==> config.mk <==
export PLATFORM = sky130hd
export DESIGN_NAME = tpu_panel_cmd_ctrl
export DESIGN_NICKNAME = d
export VERILOG_FILES = /design/src/rtl/tpu_panel_cmd_ctrl.sv
export SDC_FILE = /design/constraint.sdc
export NUM_CORES = 1
export LEC_CHECK = 0
export CAP_MARGIN = 10
export CORE_ASPECT_RATIO = 0.7
export CORE_UTILIZATION = 42
export DETAILED_ROUTE_END_ITERATION = 7
export HOLD_SLACK_MARGIN = 0.12
export MAX_ROUTING_LAYER = met4
export SKIP_CTS_REPAIR_TIMING = 1
export SLEW_MARGIN = 0
export SYNTH_ARGS = -nofsm -noshare
export SYNTH_HDL_FRONTEND = slang
export SYNTH_SLANG_ARGS = --single-unit
==> constraint.sdc <==
create_clock -name clk -period 2.5 [get_ports clk]
set_clock_uncertainty 0.2 [all_clocks]
set_input_delay 0.375 -clock clk [delete_from_list [all_inputs] [get_ports clk]]
set_output_delay 0.375 -clock clk [all_outputs]
set_load 0.02 [all_outputs]
==> src/rtl/tpu_panel_cmd_ctrl.sv <==
// Front-panel command controller for the FPGA TPU: debounced buttons, matrix-memory writes and
// the start/busy/done handshake. Optional address auto-increment: define PANEL_ADDR_AUTOINC_EN.
module tpu_panel_cmd_ctrl #(
  parameter int NUM_BTNS        = 5,
  parameter int DEBOUNCE_CYCLES = 1000000,
  parameter int ADDR_W          = 6,
  parameter int DATA_W          = 16,
  parameter int START_TIMEOUT   = 255
) (
  input  logic                clk,
  input  logic                rst_n,
  input  logic [15:0]         switches,
  input  logic [NUM_BTNS-1:0] btn_raw,
  output logic                mem_we,
  output logic [1:0]          mem_sel,
  output logic [ADDR_W-1:0]   mem_addr,
  output logic [DATA_W-1:0]   mem_wdata,
  output logic                tpu_start,
  input  logic                tpu_busy,
  input  logic                tpu_done,
  output logic                busy_led,
  output logic                done_led,
  output logic                err_led,
  output logic [2:0]          state_dbg
);

  localparam int DB_W = $clog2(DEBOUNCE_CYCLES + 1);
  localparam int TO_W = $clog2(START_TIMEOUT + 1);
  localparam int HI_W = DATA_W - 8;

  typedef enum logic [2:0] {
    ST_IDLE      = 3'd0,
    ST_WRITE     = 3'd1,
    ST_START     = 3'd2,
    ST_WAIT_BUSY = 3'd3,
    ST_COMPUTE   = 3'd4,
    ST_DONE      = 3'd5
  } state_e;

  logic [NUM_BTNS-1:0] sync1_r, sync2_r, stable_r, stable_d_r, pulse_s;
  logic [DB_W-1:0]     db_cnt_r [NUM_BTNS];

  state_e              state_r, state_n_s;
  logic [TO_W-1:0]     to_cnt_r;
  logic [ADDR_W-1:0]   addr_reg_r;
  logic [HI_W-1:0]     hi_byte_r;
  logic                busy_d_r;

  logic cmd_center_s, cmd_up_s, cmd_down_s, cmd_right_s, cmd_left_s;
  logic do_write_s, ld_addr_s, ld_hi_s, set_err_s, clr_err_s, set_done_s, clr_done_s;
  logic unused_s;

  assign unused_s = ^{switches[15:10], pulse_s};

  // Button synchronisers and per-button stability counters.
  always_ff @(posedge clk or negedge rst_n) begin
    if (!rst_n) begin
      sync1_r    <= '0;
      sync2_r    <= '0;
      stable_r   <= '0;
      stable_d_r <= '0;
      for (int i = 0; i < NUM_BTNS; i++) db_cnt_r[i] <= '0;
    end else begin
      sync1_r    <= btn_raw;
      sync2_r    <= sync1_r;
      stable_d_r <= stable_r;
      for (int i = 0; i < NUM_BTNS; i++) begin
        if (sync2_r[i] == stable_r[i]) begin
          db_cnt_r[i] <= '0;
        end else if (db_cnt_r[i] == DB_W'(DEBOUNCE_CYCLES - 1)) begin
          stable_r[i] <= sync2_r[i];
          db_cnt_r[i] <= '0;
        end else begin
          db_cnt_r[i] <= db_cnt_r[i] + DB_W'(1);
        end
      end
    end
  end

  assign pulse_s = stable_r & ~stable_d_r;

  // Fixed command priority: center > up > down > right > left.
  always_comb begin
    cmd_center_s = pulse_s[0];
    cmd_up_s     = ~pulse_s[0] & pulse_s[1];
    cmd_down_s   = ~pulse_s[0] & ~pulse_s[1] & pulse_s[4];
    cmd_right_s  = ~pulse_s[0] & ~pulse_s[1] & ~pulse_s[4] & pulse_s[3];
    cmd_left_s   = ~pulse_s[0] & ~pulse_s[1] & ~pulse_s[4] & ~pulse_s[3] & pulse_s[2];
  end

  // Next-state and command-effect decode.
  always_comb begin
    state_n_s  = state_r;
    do_write_s = 1'b0;
    ld_addr_s  = 1'b0;
    ld_hi_s    = 1'b0;
    set_err_s  = 1'b0;
    clr_err_s  = 1'b0;
    set_done_s = 1'b0;
    clr_done_s = 1'b0;
    case (state_r)
      ST_IDLE, ST_DONE: begin
        if (cmd_center_s) begin
          state_n_s  = ST_IDLE;
          clr_done_s = 1'b1;
          clr_err_s  = 1'b1;
        end else if (cmd_up_s) begin
          state_n_s  = ST_START;
          clr_done_s = 1'b1;
        end else if (cmd_down_s) begin
          if (switches[9:8] == 2'b11) begin
            set_err_s = 1'b1;
          end else begin
            state_n_s  = ST_WRITE;
            do_write_s = 1'b1;
          end
        end else if (cmd_right_s) begin
          ld_hi_s = 1'b1;
        end else if (cmd_left_s) begin
          ld_addr_s = 1'b1;
        end else begin
          state_n_s = state_r;
        end
      end
      ST_WRITE: begin
        state_n_s = ST_IDLE;
        if (cmd_center_s) begin
          clr_done_s = 1'b1;
          clr_err_s  = 1'b1;
        end else begin
          clr_done_s = 1'b0;
        end
      end
      ST_START: begin
        if (cmd_center_s) begin
          state_n_s  = ST_IDLE;
          clr_done_s = 1'b1;
          set_err_s  = 1'b1;
        end else begin
          state_n_s = ST_WAIT_BUSY;
        end
      end
      ST_WAIT_BUSY: begin
        if (cmd_center_s) begin
          state_n_s  = ST_IDLE;
          clr_done_s = 1'b1;
          set_err_s  = 1'b1;
        end else if (tpu_busy) begin
          state_n_s = ST_COMPUTE;
        end else if (tpu_done) begin
          state_n_s  = ST_DONE;
          set_done_s = 1'b1;
        end else if (to_cnt_r == TO_W'(START_TIMEOUT)) begin
          state_n_s = ST_IDLE;
          set_err_s = 1'b1;
        end else begin
          state_n_s = ST_WAIT_BUSY;
        end
      end
      ST_COMPUTE: begin
        if (cmd_center_s) begin
          state_n_s  = ST_IDLE;
          clr_done_s = 1'b1;
          set_err_s  = 1'b1;
        end else if (tpu_done || (busy_d_r && !tpu_busy)) begin
          state_n_s  = ST_DONE;
          set_done_s = 1'b1;
        end else begin
          state_n_s = ST_COMPUTE;
        end
      end
      default: begin
        state_n_s = ST_IDLE;
      end
    endcase
  end

  // State, timeout counter, panel registers and registered outputs.
  always_ff @(posedge clk or negedge rst_n) begin
    if (!rst_n) begin
      state_r    <= ST_IDLE;
      to_cnt_r   <= '0;
      addr_reg_r <= '0;
      hi_byte_r  <= '0;
      busy_d_r   <= 1'b0;
      mem_we     <= 1'b0;
      mem_sel    <= 2'b00;
      mem_addr   <= '0;
      mem_wdata  <= '0;
      tpu_start  <= 1'b0;
      busy_led   <= 1'b0;
      done_led   <= 1'b0;
      err_led    <= 1'b0;
    end else begin
      state_r   <= state_n_s;
      busy_d_r  <= tpu_busy;
      to_cnt_r  <= (state_r == ST_WAIT_BUSY) ? to_cnt_r + TO_W'(1) : '0;
      mem_we    <= do_write_s;
      tpu_start <= (state_n_s == ST_START);
      busy_led  <= (state_n_s == ST_START) || (state_n_s == ST_WAIT_BUSY) ||
                   (state_n_s == ST_COMPUTE);
      if (do_write_s) begin
        mem_sel   <= switches[9:8];
        mem_addr  <= addr_reg_r;
        mem_wdata <= {hi_byte_r, switches[7:0]};
      end
      if (ld_hi_s) hi_byte_r <= switches[HI_W-1:0];
`ifdef PANEL_ADDR_AUTOINC_EN
      // Step past the address just written so sequential fills need no re-press.
      if (ld_addr_s) addr_reg_r <= switches[ADDR_W-1:0];
      else if (state_r == ST_WRITE) addr_reg_r <= addr_reg_r + ADDR_W'(1);
`else
      if (ld_addr_s) addr_reg_r <= switches[ADDR_W-1:0];
`endif
      if (set_done_s) done_led <= 1'b1;
      else if (clr_done_s) done_led <= 1'b0;
      if (set_err_s) err_led <= 1'b1;
      else if (clr_err_s) err_led <= 1'b0;
    end
  end

  assign state_dbg = state_r;

endmodule

==> impl_metrics.ini <==
[status]
status = completed

[logic_synthesis]
synth-edff-count = 0
synth_seq_area_share_pct = 54.9
synth_xor_xnor_area_share_pct = 7.90
synth_compound_area_share_pct = 6.43
synthesis.area_um2 = 7980
yosys.area_share.simple_pct = 21.5
ys_types = 53
yosysTopAreaCell = dfrtp_1
syn-num-nets = 765
yosys_most_used_dff = dfrtp_1
ys_async_sr_fraction_pct = 100
synth.most_common_cell = dfrtp_1
synth_top_family_by_area = simple AND/OR/NAND/NOR gates
yosysWarnings = 0
yosys.area_share.adder_pct = 0.941
post_synth_inst_count = 734
avgSynthCellArea_um2 = 10.9
synthMuxAreaShare_pct = 6.16
synth_top_area_share_pct = 54.9
synth_common_cells = dfrtp_1, nor2_1, nand3_1
synthTopCellsByArea = dfrtp_1, mux2_2, xnor2_1
synth_seq_cells = 175

[timing]
setup_tns_ns = 0
hold_viol_final = 0
fin_crit_sh_pct = 92.4
slew_headroom_pct = 54.5
setup_viol = 0
fin_crit_ns = 2.31
rsz0062_at_grt = no
max_freq_mhz = 433
worst_pin_slew_ns = 0.676
slew_violations = 0

[worst_setup_path]
rr_startpoint = db_cnt_r[93]
crit_type = reg -> reg
critPathRequiredTime_ns = 2.61
worstSetupPathDepth = 4
crit_chain = or4_1 -> or4_4 -> nor2_1 -> mux2_2
path_max_fanout = 5
cpPeakStageDelay_ns = 0.57
path_buf_inv = 0
rrSetupSlack_ns = 0.19
start_kind = register
slowest_stage = or4_4
rr_worst_depth = 4
end_kind = register
r2r_end = stable_r[0]
cp.arrival_ns = 2.42
cp_top_family = simple AND/OR/NAND/NOR gates

[pwr]
clkPwrFrac_pct = 44.0
seq_power_share_pct = 49.2
ir_worst_vdd_uv = 366
power.total_w = 0.00596
switching_share_pct = 24.6
power.density_nw_per_um2 = 628
internal_power_w = 0.00449
p_sw_w = 0.00147
p_leak_nw = 3.92
combPwrFrac_pct = 6.8

[worst_hold_path]
whs_path_depth = 0
hp-start = sync1_r[3]
min_path_type = reg -> reg
min_to = sync2_r[3]

[floorplanning]
rows = 41
die_area_um2 = 19600
die_h_um = 117
coreArea_um2 = 18300
fp.dieW_um = 167
ios = 57
start_util_pct = 43.6

[routing]
first_iter_violations = 422
postRouteWirelength_mm = 15.9
wire_per_inst_um = 15.1
route.detailed.drc = 0
vias_per_cell = 5.34
first_pass_iters = 5
ant_nets = 0
via_count = 5645

[clock_network]
clockRootBuffer = clkbuf_16
path_clk_slew_ns = 0.07
cts_buffers = 17
clock_latency_ns = 0.43
cts_buffer_depth = 2
cts_tree = yes
numClockSinks = 175
cts_max_level = 4

[finish]
layout.nets = 839
drive_gt1_share_pct = 14.4
area_delta_synth_final_pct = 18.9
antenna_cells = 0

[global_route]
grt_pass1_wl_mm = 27.6
grt_start_max_net_pins = 55
grt_remaining_overflow = 0
antenna_found_initial = 0
grt_pass1_vias = 5648
gr-usage-all-layers_pct = 18.0

[flow_run]
max_cap_viol_count = 0

[placed_design]
hpwl_mm = 11.3
place_congestion = 0.875
io_buffers = 50
worst max-delay path by stage:
| stage | start | endpoint | slack, ns |
|---|---|---|---|
| floorplan | db_cnt_r[93] | db_cnt_r[87] | 0.25 |
| global placement | db_cnt_r[93] | stable_r[0] | 0.21 |
| detailed placement | db_cnt_r[93] | stable_r[0] | 0.20 |
| CTS | db_cnt_r[93] | db_cnt_r[85] | 0.19 |
| global route | db_cnt_r[2] | db_cnt_r[17] | 0.13 |
| finish | db_cnt_r[93] | stable_r[0] | 0.19 |
cell families after synthesis:
kind of cell	after synthesis
XOR/XNOR	72
AO/OA/AOI/OAI	79
flip-flops	175
buffers and inverters	40
multiplexers	44
adder cells (fa/ha/maj)	6
AND/OR/NAND/NOR	318
state kept, by name (all words and copies together), names as in the netlist, 6 cells and up:
| register | flops |
|---|---|
| db_cnt_r | 100 |
| to_cnt_r | 8 |
| hi_byte_r | 8 |
| mem_addr | 6 |
| mem_wdata | 16 |
| addr_reg_r | 6 |
final cells by class:
class	count	area [um2]
inverters	23	86.3
clock inverters	14	151
fillers	1544	8830
repair buffers	72	707
flip-flops and latches	175	4380
well taps	236	295
clock buffers	18	439
multi-input cells	519	3430
layout by cell type (no fill, tap or decap), drive strengths merged, types with 8 or more instances in the layout:
| master | count |
|---|---|
| or3 | 20 |
| mux2 | 41 |
| nor3 | 18 |
| dfrtp | 175 |
| nand2 | 41 |
| or4 | 14 |
| o21ai | 23 |
| a21oi | 30 |
| nor2b | 8 |
| xor2 | 33 |
| xnor2 | 39 |
| o31ai | 13 |
| nand4 | 19 |
| clkbuf | 18 |
| and3 | 9 |
| and4 | 8 |
| buf | 22 |
| inv | 29 |
| nand3 | 43 |
| nor2 | 88 |
| clkdlybuf4s50 | 49 |
| nor4 | 21 |
power by group through the flow:
| stage | Clock [W] | Combinational, W | Sequential (W) |
|---|---|---|---|
| floorplan | 0 | 0.000178 | 0.00299 |
| global placement | 0 | 0.000397 | 0.00298 |
| detailed placement | 0 | 0.000407 | 0.00299 |
| CTS | 0.00269 | 0.000408 | 0.00293 |
| global route | 0.00284 | 0.000450 | 0.00294 |
| finish | 0.00263 | 0.000403 | 0.00293 |
metrics by stage:
step / worst slack [ns] / cells / hold slack, ns / area, um2 / util [%]
after floorplan: 0.252 / 734 / -0.121 / 7980 / -
final: 0.191 / 1057 / 0.144 / 9490 / 51.8
after global placement: 0.206 / 1024 / 0.139 / 8890 / 48.5
after detailed placement: 0.205 / 1024 / 0.136 / 8890 / 48.5
after CTS: 0.190 / 1056 / -0.291 / 9480 / 51.7
after global routing: 0.127 / 1057 / 0.170 / 9490 / 51.8
per-layer routing:
layer  up-vias  global-route usage [%]  routed length, um
met1      2764                    25.1               8080
met3        15                    3.64                495
met5         -                       -                  0
met2       107                    26.5               7190
met4         0                    5.84                165
li1       2759                       -                  -
Note: power is estimated with default switching activity, not from simulation.
==> variant 1: new RTL, same settings <==
Change the parameter `START_TIMEOUT` from 255 to 510.
--- a/src/rtl/tpu_panel_cmd_ctrl.sv
+++ b/src/rtl/tpu_panel_cmd_ctrl.sv
@@ -6,5 +6,5 @@
   parameter int ADDR_W          = 6,
   parameter int DATA_W          = 16,
-  parameter int START_TIMEOUT   = 255
+  parameter int START_TIMEOUT   = 510
 ) (
   input  logic                clk,
Behaviour: no difference found for any inputs over 10 cycles, from zero or initial values and one cycle with rst_n low; that may be too few to reach the edited logic, so the function may still have changed.
==> variant 1 against the original RTL <==
Hold slack better by 0.0058 ns. Largest cell class unchanged. Synthesized area up 0.75%. Critical path depth down 2. Synthesized cell count up 2.0%. Worst setup slack better by 0.034 ns. Largest power group unchanged. Register-to-register slack better by 0.06 ns. Non-clock buffer count down 3. Fmax up 1.5%. Routed wire length down 0.55%. Power up 3.7%. Sequential cell count up 1. Die area up 0.74%. Cell area up 0.41%. Critical path type is now reg2out.
==> variant 1: results (changes against the original RTL) <==
status=finished clean; TritonRoute pass-1 iters=4 (-1); hold path start=sync1_r[2]; largest net degree at the start of global routing=66 (+20%); syn nets=781 (+2.1%); HPWL after DPL=11.1 mm (-1.6%); pre-CTS setup slack=0.253 ns (+0.0477 ns); initial drt markers=450 (+6.6%); NumNets Final=845 (+0.72%); Synth Warn #=0 (unchanged); Critical Path AT=1.70 ns (-0.72 ns); first-pass GRT wire length=27.5 mm (-0.22%); sequential fraction of the synthesis area=0.548 (-0.000987); Clock Tree Root=clkbuf_16; DR vias/cell=5.43 (+1.7%); worst-path fanout max=13 (+8); VDD IR max=0.000385 V (+5.1%); most frequent cells after synthesis=176 x dfrtp_1, 90 x nor2_1, 43 x nand2_1; Netlist cell types=50 (-5.7%); worst slew pin tran=0.664 ns (-0.0112 ns); all-layer global routing usage=0.179 (-0.00148); share of post-route cells with drive strength above 1=0.128 (-0.0154); worst setup path start=state_dbg[1]; biggest regs=db_cnt_r x100, mem_wdata x16, to_cnt_r x9; LEAKAGE=3.97 nW (+1.3%); vias in the first global route=5677 (+0.51%); RR Startpoint=db_cnt_r[92]; Synth area leaders=dfrtp_1 55%, mux2_2 5.7%, nor2_1 4.2%; final WL=15.8 mm (-0.55%)
## variant 1: through the flow
step | total power, mW | std cells
after detailed placement | 3.49 | 1029
after global placement | 3.47 | 1029
after CTS | 6.25 | 1061
after global routing | 6.45 | 1062
final | 6.18 | 1062
after floorplan | 3.25 | 749
## variant 1: per-layer routing
metal  global-route usage  wire (um)
met3               0.0397        525
met2                0.263       7280
met4               0.0568        187
met1                0.246       7850
met5                    -          0
## variant 1: final cells by class
| cell class | count | area [um2] |
|---|---|---|
| Clock buffer | 17 | 425 |
| Tap cell | 236 | 295 |
| Clock inverter | 15 | 189 |
| Inverter | 20 | 75.1 |
| Fill cell | 1609 | 8840 |
| Sequential cell | 176 | 4400 |
| Multi-Input combinational cell | 529 | 3450 |
| Timing Repair Buffer | 69 | 684 |
## variant 1: final timing paths
kind	slack, ns	endpoint
worst min register to register	0.15	sync2_r[2]
worst max-delay path	0.22	state_dbg[1]
worst min-delay path	0.15	sync2_r[2]
max in group asynchronous	1.32	db_cnt_r[99]
min in group asynchronous	0.17	db_cnt_r[66]
worst max register to register	0.25	stable_r[0]
## variant 1: logic make-up (layout without fill, tap and decap cells)
family          Yosys count  after routing  synth area share
simple gates            319            319             0.215
flops                   176            176             0.548
compound gates           92             92            0.0689
xor+xnor                 70             70            0.0763
buf+inv                  44            121            0.0235
mux                      41             41            0.0574
fa+ha+maj                 7              7            0.0109
## variant 1: critical path: stages, from the launching register on
cell,delay [ns]
dfrtp_1,0.40
buf_4,0.20
clkdlybuf4s50_1,0.67
## variant 1: where the power goes
group | internal [mW] | switching, mW
clock network | 1.53 | 1.23
registers | 2.91 | 0.0476
logic | 0.190 | 0.280
total | 4.62 | 1.55
==> variant 2: new RTL, config.mk and constraints unchanged <==
Made on the original files. Add an input register stage for `btn_raw`, `tpu_busy` and `tpu_done`, without a reset; this delays them by one clock. The other inputs are not delayed to match.
--- a/src/rtl/tpu_panel_cmd_ctrl.sv
+++ b/src/rtl/tpu_panel_cmd_ctrl.sv
@@ -38,4 +38,14 @@
   } state_e;
 
+  logic [NUM_BTNS-1:0] btn_raw_q;
+  logic tpu_busy_q;
+  logic tpu_done_q;
+
+  always_ff @(posedge clk) begin
+    btn_raw_q  <= btn_raw;
+    tpu_busy_q <= tpu_busy;
+    tpu_done_q <= tpu_done;
+  end
+
   logic [NUM_BTNS-1:0] sync1_r, sync2_r, stable_r, stable_d_r, pulse_s;
   logic [DB_W-1:0]     db_cnt_r [NUM_BTNS];
@@ -62,5 +72,5 @@
       for (int i = 0; i < NUM_BTNS; i++) db_cnt_r[i] <= '0;
     end else begin
-      sync1_r    <= btn_raw;
+      sync1_r    <= btn_raw_q;
       sync2_r    <= sync1_r;
       stable_d_r <= stable_r;
@@ -146,7 +156,7 @@
           clr_done_s = 1'b1;
           set_err_s  = 1'b1;
-        end else if (tpu_busy) begin
+        end else if (tpu_busy_q) begin
           state_n_s = ST_COMPUTE;
-        end else if (tpu_done) begin
+        end else if (tpu_done_q) begin
           state_n_s  = ST_DONE;
           set_done_s = 1'b1;
@@ -163,5 +173,5 @@
           clr_done_s = 1'b1;
           set_err_s  = 1'b1;
-        end else if (tpu_done || (busy_d_r && !tpu_busy)) begin
+        end else if (tpu_done_q || (busy_d_r && !tpu_busy_q)) begin
           state_n_s  = ST_DONE;
           set_done_s = 1'b1;
@@ -194,5 +204,5 @@
     end else begin
       state_r   <= state_n_s;
-      busy_d_r  <= tpu_busy;
+      busy_d_r  <= tpu_busy_q;
       to_cnt_r  <= (state_r == ST_WAIT_BUSY) ? to_cnt_r + TO_W'(1) : '0;
       mem_we    <= do_write_s;
Function: same outputs for any inputs over 10 cycles, from zero or initial values and one cycle with rst_n low; that may be too few to reach the edited logic, so the function may still have changed.
==> variant 2 against the original RTL <==
Synthesized area up 1.7%. Non-clock buffer count down 4. Synthesized cell count up 2.3%. Highest routed layer unchanged. Routed wire length down 1.3%. Sequential cell count up 7. Cell area up 1.1%. Worst setup slack worse by 0.026 ns.
Power is not compared: it rests on default switching activity, and its combinational part moved more than twofold at a synthesized area within 25%.
==> variant 2: results (changes against the original RTL) <==
Netlist cell types=53 (unchanged); clk slew on worst S/H paths=0.07 ns (about the same); crit-path max cell delay=0.50 ns (-0.07 ns); all-layer global routing usage=0.173 (-0.00762); NumNets Final=844 (+0.60%); ys async rst share=0.962 (-0.0385); gpl congestion=0.863 (-1.3%); largest net degree at the start of global routing=67 (+22%); status=finished clean; worst setup path end=hi_byte_r[5]; M1 WL=8.08 mm (about the same); DR vias=5722 (+1.4%); Synth area leaders=dfrtp_1 54%, mux2_2 5.7%, nor2_1 4.3%; placed cells=1035 (+1.1%); most frequent cells after synthesis=175 x dfrtp_1, 93 x nor2_1, 48 x nand3_1; Fillers=1628 (+5.4%); metal3 WL=538 um (+8.7%); HPWL after DPL=10.9 mm (-3.2%); sequential fraction of the synthesis area=0.557 (+0.00813); final WL=15.7 mm (-1.3%); met2 wire len=6.94 mm (-3.4%); relative slew slack=0.650 (+0.104); share of post-route cells with drive strength above 1=0.130 (-0.0142); RR Startpoint=stable_r[0]; syn avg cell area=10.8 um2 (-0.61%); post-DR wirelength/cell=14.7 um (-2.3%); M2 GR Usage=0.249 (-0.0155); syn nets=782 (+2.2%); initial drt markers=447 (+5.9%); Critical Path AT=2.45 ns (+0.03 ns); worst-path fanout max=8 (+3); M3 GR Usage=0.0382 (+0.00173); grt met1 use=0.243 (-0.00734); vias in the first global route=5562 (-1.5%); slowest cell on the critical path=nor4_2; first-pass GRT wire length=26.9 mm (-2.5%); Inserted Clock Buffers=17 (unchanged); R2R setup slack=0.16 ns (-0.03 ns); setup TNS=0 ns (unchanged)
==> variant 2: kinds of logic (layout without fill, tap and decap cells) <==
logic type	count (synthesis)	count (layout)	share of synthesized area
buffers and inverters	40	115	0.0207
xor gates and xnor gates	75	75	0.0809
and+or+nand+nor	331	331	0.218
DFF	182	182	0.557
adders and majority gates	6	6	0.00925
muxes	41	41	0.0569
AOI/OAI and AO/OA	76	76	0.0569
==> variant 2: how the worst min path moves through the flow <==
| stage | from | to | slack, ns | cells past startpoint |
|---|---|---|---|---|
| final | btn_raw_q[4] | sync1_r[4] | 0.13 | 0 |
| after global routing | btn_raw_q[3] | sync1_r[3] | 0.13 | 0 |
| after CTS | rst_n | db_cnt_r[81] | -0.44 | 1 |
| after detailed placement | rst_n | db_cnt_r[82] | 0.03 | 1 |
| after global placement | rst_n | db_cnt_r[83] | 0.03 | 1 |
| after floorplan | rst_n | addr_reg_r[0] | -0.12 | 0 |
==> variant 2: layout make-up <==
class | instances | area (um2) | area share
clock buffers | 19 | 453 | 0.0472
clock inverters | 13 | 145 | 0.0151
inverters | 15 | 56.3 | 0.00587
multi-input cells | 529 | 3440 | 0.359
flip-flops and latches | 182 | 4520 | 0.471
well taps | 242 | 303 | 0.0316
repair buffers | 68 | 677 | 0.0706
==> variant 2: per-stage QoR <==
step / setup slack [ns] / utilization / power (mW) / cell area, um2
finish: 0.164 / 0.507 / 5.91 / 9590
global route: 0.0212 / 0.507 / 6.13 / 9590
CTS: 0.145 / 0.507 / 5.99 / 9580
detailed placement: 0.173 / 0.475 / 3.28 / 8990
global placement: 0.189 / 0.475 / 3.27 / 8990
floorplan: 0.313 / - / 3.15 / 8120
